<file path="src/rtl/serial_tx_block.sv">
`default_nettype none
// ============================================================================
// serial_tx_block : framed parallel-to-serial transmitter (start, LSB-first
//                   data, stop) with valid/ready intake and baud divider.
// Revision 1.0
// ============================================================================
module serial_tx_block #(
  parameter int WIDTH        = 8,
  parameter int CLKS_PER_BIT = 1
) (
  input  logic             clk,
  input  logic             rst,
  input  logic [WIDTH-1:0] data_in,
  input  logic             valid,
  output logic             ready,
  output logic             tx,
  output logic             busy,
  output logic             done
);

  localparam int DIV_W = $clog2(CLKS_PER_BIT + 1);
  localparam int BIT_W = $clog2(WIDTH + 1);
  localparam logic [DIV_W-1:0] c_div_last = DIV_W'(CLKS_PER_BIT - 1);
  localparam logic [BIT_W-1:0] c_bit_last = BIT_W'(WIDTH - 1);

  typedef enum logic [1:0] {
    S_IDLE  = 2'd0,
    S_START = 2'd1,
    S_DATA  = 2'd2,
    S_STOP  = 2'd3
  } state_t;

  state_t           state_q, state_d;
  logic [WIDTH-1:0] shift_q, shift_d;
  logic [BIT_W-1:0] bit_q,   bit_d;
  logic [DIV_W-1:0] div_q,   div_d;
  logic             tx_q,    tx_d;
  logic             ready_q, ready_d;
  logic             busy_q,  busy_d;
  logic             done_q,  done_d;
  logic             bit_tick;

  always_comb begin
    state_d  = state_q;
    shift_d  = shift_q;
    bit_d    = bit_q;
    div_d    = div_q;
    tx_d     = tx_q;
    ready_d  = ready_q;
    busy_d   = busy_q;
    done_d   = 1'b0;
    bit_tick = (div_q == c_div_last);

    case (state_q)
      S_IDLE: begin
        if (valid) begin
          state_d = S_START;
          shift_d = data_in;
          div_d   = '0;
          bit_d   = '0;
          tx_d    = 1'b0;
          ready_d = 1'b0;
          busy_d  = 1'b1;
        end
      end
      S_START: begin
        if (bit_tick) begin
          state_d = S_DATA;
          div_d   = '0;
          tx_d    = shift_q[0];
        end else begin
          div_d = div_q + DIV_W'(1);
        end
      end
      S_DATA: begin
        if (bit_tick) begin
          div_d = '0;
          if (bit_q == c_bit_last) begin
            state_d = S_STOP;
            tx_d    = 1'b1;
          end else begin
            // Next data bit is presented from the freshly shifted register
            shift_d = shift_q >> 1;
            bit_d   = bit_q + BIT_W'(1);
            tx_d    = shift_d[0];
          end
        end else begin
          div_d = div_q + DIV_W'(1);
        end
      end
      S_STOP: begin
        if (bit_tick) begin
          state_d = S_IDLE;
          div_d   = '0;
          tx_d    = 1'b1;
          ready_d = 1'b1;
          busy_d  = 1'b0;
          done_d  = 1'b1;
        end else begin
          div_d = div_q + DIV_W'(1);
        end
      end
      default: state_d = S_IDLE;
    endcase
  end

  always_ff @(posedge clk or posedge rst) begin
    if (rst) begin
      state_q <= S_IDLE;
      shift_q <= '0;
      bit_q   <= '0;
      div_q   <= '0;
      tx_q    <= 1'b1;
      ready_q <= 1'b1;
      busy_q  <= 1'b0;
      done_q  <= 1'b0;
    end else begin
      state_q <= state_d;
      shift_q <= shift_d;
      bit_q   <= bit_d;
      div_q   <= div_d;
      tx_q    <= tx_d;
      ready_q <= ready_d;
      busy_q  <= busy_d;
      done_q  <= done_d;
    end
  end

  assign ready = ready_q;
  assign tx    = tx_q;
  assign busy  = busy_q;
  assign done  = done_q;

endmodule
`default_nettype wire

</file>
<file path="config.mk">
export PLATFORM = sky130hd
export DESIGN_NAME = serial_tx_block
export DESIGN_NICKNAME = d
export VERILOG_FILES = /design/src/rtl/serial_tx_block.sv
export SDC_FILE = /design/constraint.sdc
export NUM_CORES = 1
export LEC_CHECK = 0
export ABC_AREA = 1
export CAP_MARGIN = 20
export CORE_ASPECT_RATIO = 0.75
export CORE_UTILIZATION = 30
export DETAILED_ROUTE_END_ITERATION = 12
export SLEW_MARGIN = 20
export SYNTH_ARGS = -nofsm -noshare
export SYNTH_HDL_FRONTEND = slang
export SYNTH_SLANG_ARGS = --single-unit
</file>
<file path="constraint.sdc">
create_clock -name clk -period 1.4 [get_ports clk]
set_input_delay 0.21 -clock clk [delete_from_list [all_inputs] [get_ports clk]]
set_output_delay 0.21 -clock clk [all_outputs]
set_load 0.02 [all_outputs]
</file>
==> impl_metrics.json <==
{
  "path_cells": "ha_1 -> nand3_2 -> nand3_4 -> buf_4 -> nand3_1 -> o21ai_0",
  "switching_power_uw": 1280,
  "gp_congestion": 0.766,
  "ys_seq_area_share_pct": 43.5,
  "syn_area_um2": 1040,
  "area_growth_pct": 36.8,
  "start_util_pct": 31.4,
  "p_leak_uw": 0.000751,
  "synth_warnings": 0,
  "wl_per_cell_um": 11.5,
  "num_io_pins": 15,
  "port_buffers": 14,
  "dp_cells": 190,
  "coreArea_um2": 3310,
  "peakVddDrop_mv": 1.21,
  "routed_wl_um": 2270,
  "required_ps": 1540,
  "hold_viol_final": 0,
  "die_w_um": 70.0,
  "cts_root_buffer": "clkbuf_8",
  "syn_inst": 127,
  "grtUsageTotal_pct": 13.5,
  "drc": 0,
  "dieArea_um2": 3710,
  "met2_usage_pct": 20.4,
  "numCtsBuffers": 3,
  "swShare_pct": 41.9,
  "cts.clk_slew.worst_paths_ps": 70,
  "p_int_uw": 1780,
  "syn_nets": 144,
  "rr_worst_depth": 6,
  "timing.final.crit_share_pct": 96.2,
  "drv_slew": 0,
  "htreeDepth": 1,
  "slowest_delay_ps": 410,
  "tightestPinTransition_ps": 242,
  "finalNetCount": 176,
  "cts_tree": "yes",
  "clock.fmax_mhz": 742,
  "overflow": 0,
  "setup_viol": 0,
  "cts.sinks": 18,
  "grt_max_degree": 19,
  "critical_path_class": "flip-flop to flip-flop",
  "multiInputGateArea_um2": 556,
  "endpoint_kind": "flip-flop",
  "seq_power_share_pct": 30.0,
  "ant_nets": 0,
  "stdcell_count": 198,
  "maxCapViolations": 0,
  "reg2reg_slack_ps": 50,
  "critPathLaunchType": "flip-flop",
  "drive_gt1_share_pct": 26.6,
  "gr-usage-met3_pct": 4.00,
  "use_met1_pct": 17.9,
  "crit_fanout": 6,
  "regArea_um2": 453,
  "power.share.combinational_pct": 55.5,
  "syn_avg_cell_area_um2": 8.20,
  "num_rows": 18,
  "grt_pass1_vias": 849,
  "finalCriticalPeriod_ps": 1350,
  "grt_pass1_wl_um": 3770,
  "drt_pre_antenna_iters": 6,
  "dieHeight_um": 53.0,
  "diodes": 0,
  "yosysUniqueCellTypes": 20,
  "antenna_found_initial": 0,
  "slowest_stage": "dfrtp_1",
  "ys_ff_latch": 18,
  "pwr-share-clk_pct": 14.4,
  "fin_skew_ps": 6.44,
  "holdCritPathClass": "primary input to async pin",
  "powerDensity_nw_per_um2": 2150,
  "slew_headroom_pct": 83.9,
  "clockBufferDepth": 2,
  "first_iter_violations": 49,
  "fin_util_pct": 43.0,
  "top_usage_layer": "met2",
  "fillers": 320,
  "arrival_ps": 1480,
  "via_per_inst": 4.65,
  "dp_hpwl_um": 1590,
  "vias": 921,
  "status": "completed",
  "clock_latency_ps": 260
}
[area by class of cell]
cell class | instances | share of cell area, %
timing repair buffer | 31 | 18.7
sequential | 18 | 31.8
clock buffer | 4 | 3.87
multi-input combinational | 94 | 39.0
tap | 40 | 3.51
inverter | 11 | 3.08
[flip-flops by register name, indices dropped and copies added, names as in the netlist]
name     flops
done         1
busy         1
shift_q      8
state_q      2
bit_q        4
tx           1
ready        1
[cells in the mapped netlist (all sizes together)]
master  instances  area [um2]
nand2          58         223
nand3          17         148
dfrtp          16         400
inv            11        41.3
ha              6        75.1
buf             4        37.5
nor2            4        15.0
o21ai           4        20.0
a21oi           2        10.0
dfstp           2        52.6
nand4           1        6.26
nor3            1        5.00
nor3b           1        7.51
[power groups by stage]
stage	registers, uW	logic [uW]	clock network, uW
floorplan	971	935	0
global placement	912	1450	0
detailed placement	923	1490	0
CTS	917	1490	449
global route	942	1880	467
finish	918	1700	441
[kinds of logic after synthesis]
| family | count (synthesis) | share of synthesized area, % |
|---|---|---|
| AND/OR/NAND/NOR | 82 | 38.8 |
| flip-flops | 18 | 43.5 |
| buffers and inverters | 15 | 7.57 |
| AO/OA/AOI/OAI | 6 | 2.88 |
| adder cells (fa/ha/maj) | 6 | 7.21 |
[worst max-delay path, delay by kind of cell (launching register included)]
| family | cells | cell delay [ps] |
|---|---|---|
| buf+inv | 1 | 170 |
| compound gates | 1 | 100 |
| simple gates | 3 | 310 |
| fa+ha+maj | 1 | 230 |
| flops | 1 | 410 |
[path summary, 6_finish.rpt]
| check | start | endpoint |
|---|---|---|
| min in group clk | ready$_DFFE_PP1P_ | ready$_DFFE_PP1P_ |
| max in group asynchronous | rst | ready$_DFFE_PP1P_ |
| hold reg to reg | ready$_DFFE_PP1P_ | ready$_DFFE_PP1P_ |
| hold / removal | rst | shift_q[3]$_DFFE_PP0P_ |
| setup / recovery | bit_q[1]$_DFFE_PP0P_ | bit_q[0]$_DFFE_PP0P_ |
| setup reg to reg | bit_q[1]$_DFFE_PP0P_ | bit_q[0]$_DFFE_PP0P_ |
[layout by cell type, fill, tap and decap left out]
cell type and count:
nand3_2 9, dlygate4sd2_1 4, inv_4 1, dfrtp_1 16, inv_1 8, ha_4 2
ha_1 4, o21ai_0 2, dfstp_2 2, nand3_1 6, buf_6 1, nand2_4 2
a21oi_1 1, clkbuf_8 4, nand3_4 2, clkdlybuf4s50_1 10, nor2_1 4, nand2_1 56
nand4_1 1, nor3_1 1, nor3b_1 1, buf_4 16, a21oi_2 1, o21ai_1 2
inv_2 2
[routing by layer]
layer  up-vias  wire [um]  part of all wire (%)
met4         0         22                  0.97
met3         2         83                   3.7
met1       440       1110                    49
li1        462          -                     -
met2        17       1050                    46
met5         -          0                     0
[repair_timing]
item / in CTS / in global routing
hold buffers: 0 / 0
hold endpoints to repair: 0 / 0
buffers inserted: 1 / 3
gates resized for setup: 6 / 10
endpoints found under the setup margin: 15 / 13
[stage by stage]
step	cell area, um2	hold WS, ps	power (uW)	TNS (ps)	setup WS (ps)
after floorplan	1040	147	1910	0	110
after global placement	1290	452	2370	0	5.68
after detailed placement	1290	461	2420	-259	-82.4
after CTS	1350	274	2860	0	9.85
after global routing	1420	326	3290	-0.774	-0.774
final	1420	266	3060	0	52.9
Power figures use the tool's default switching activity.
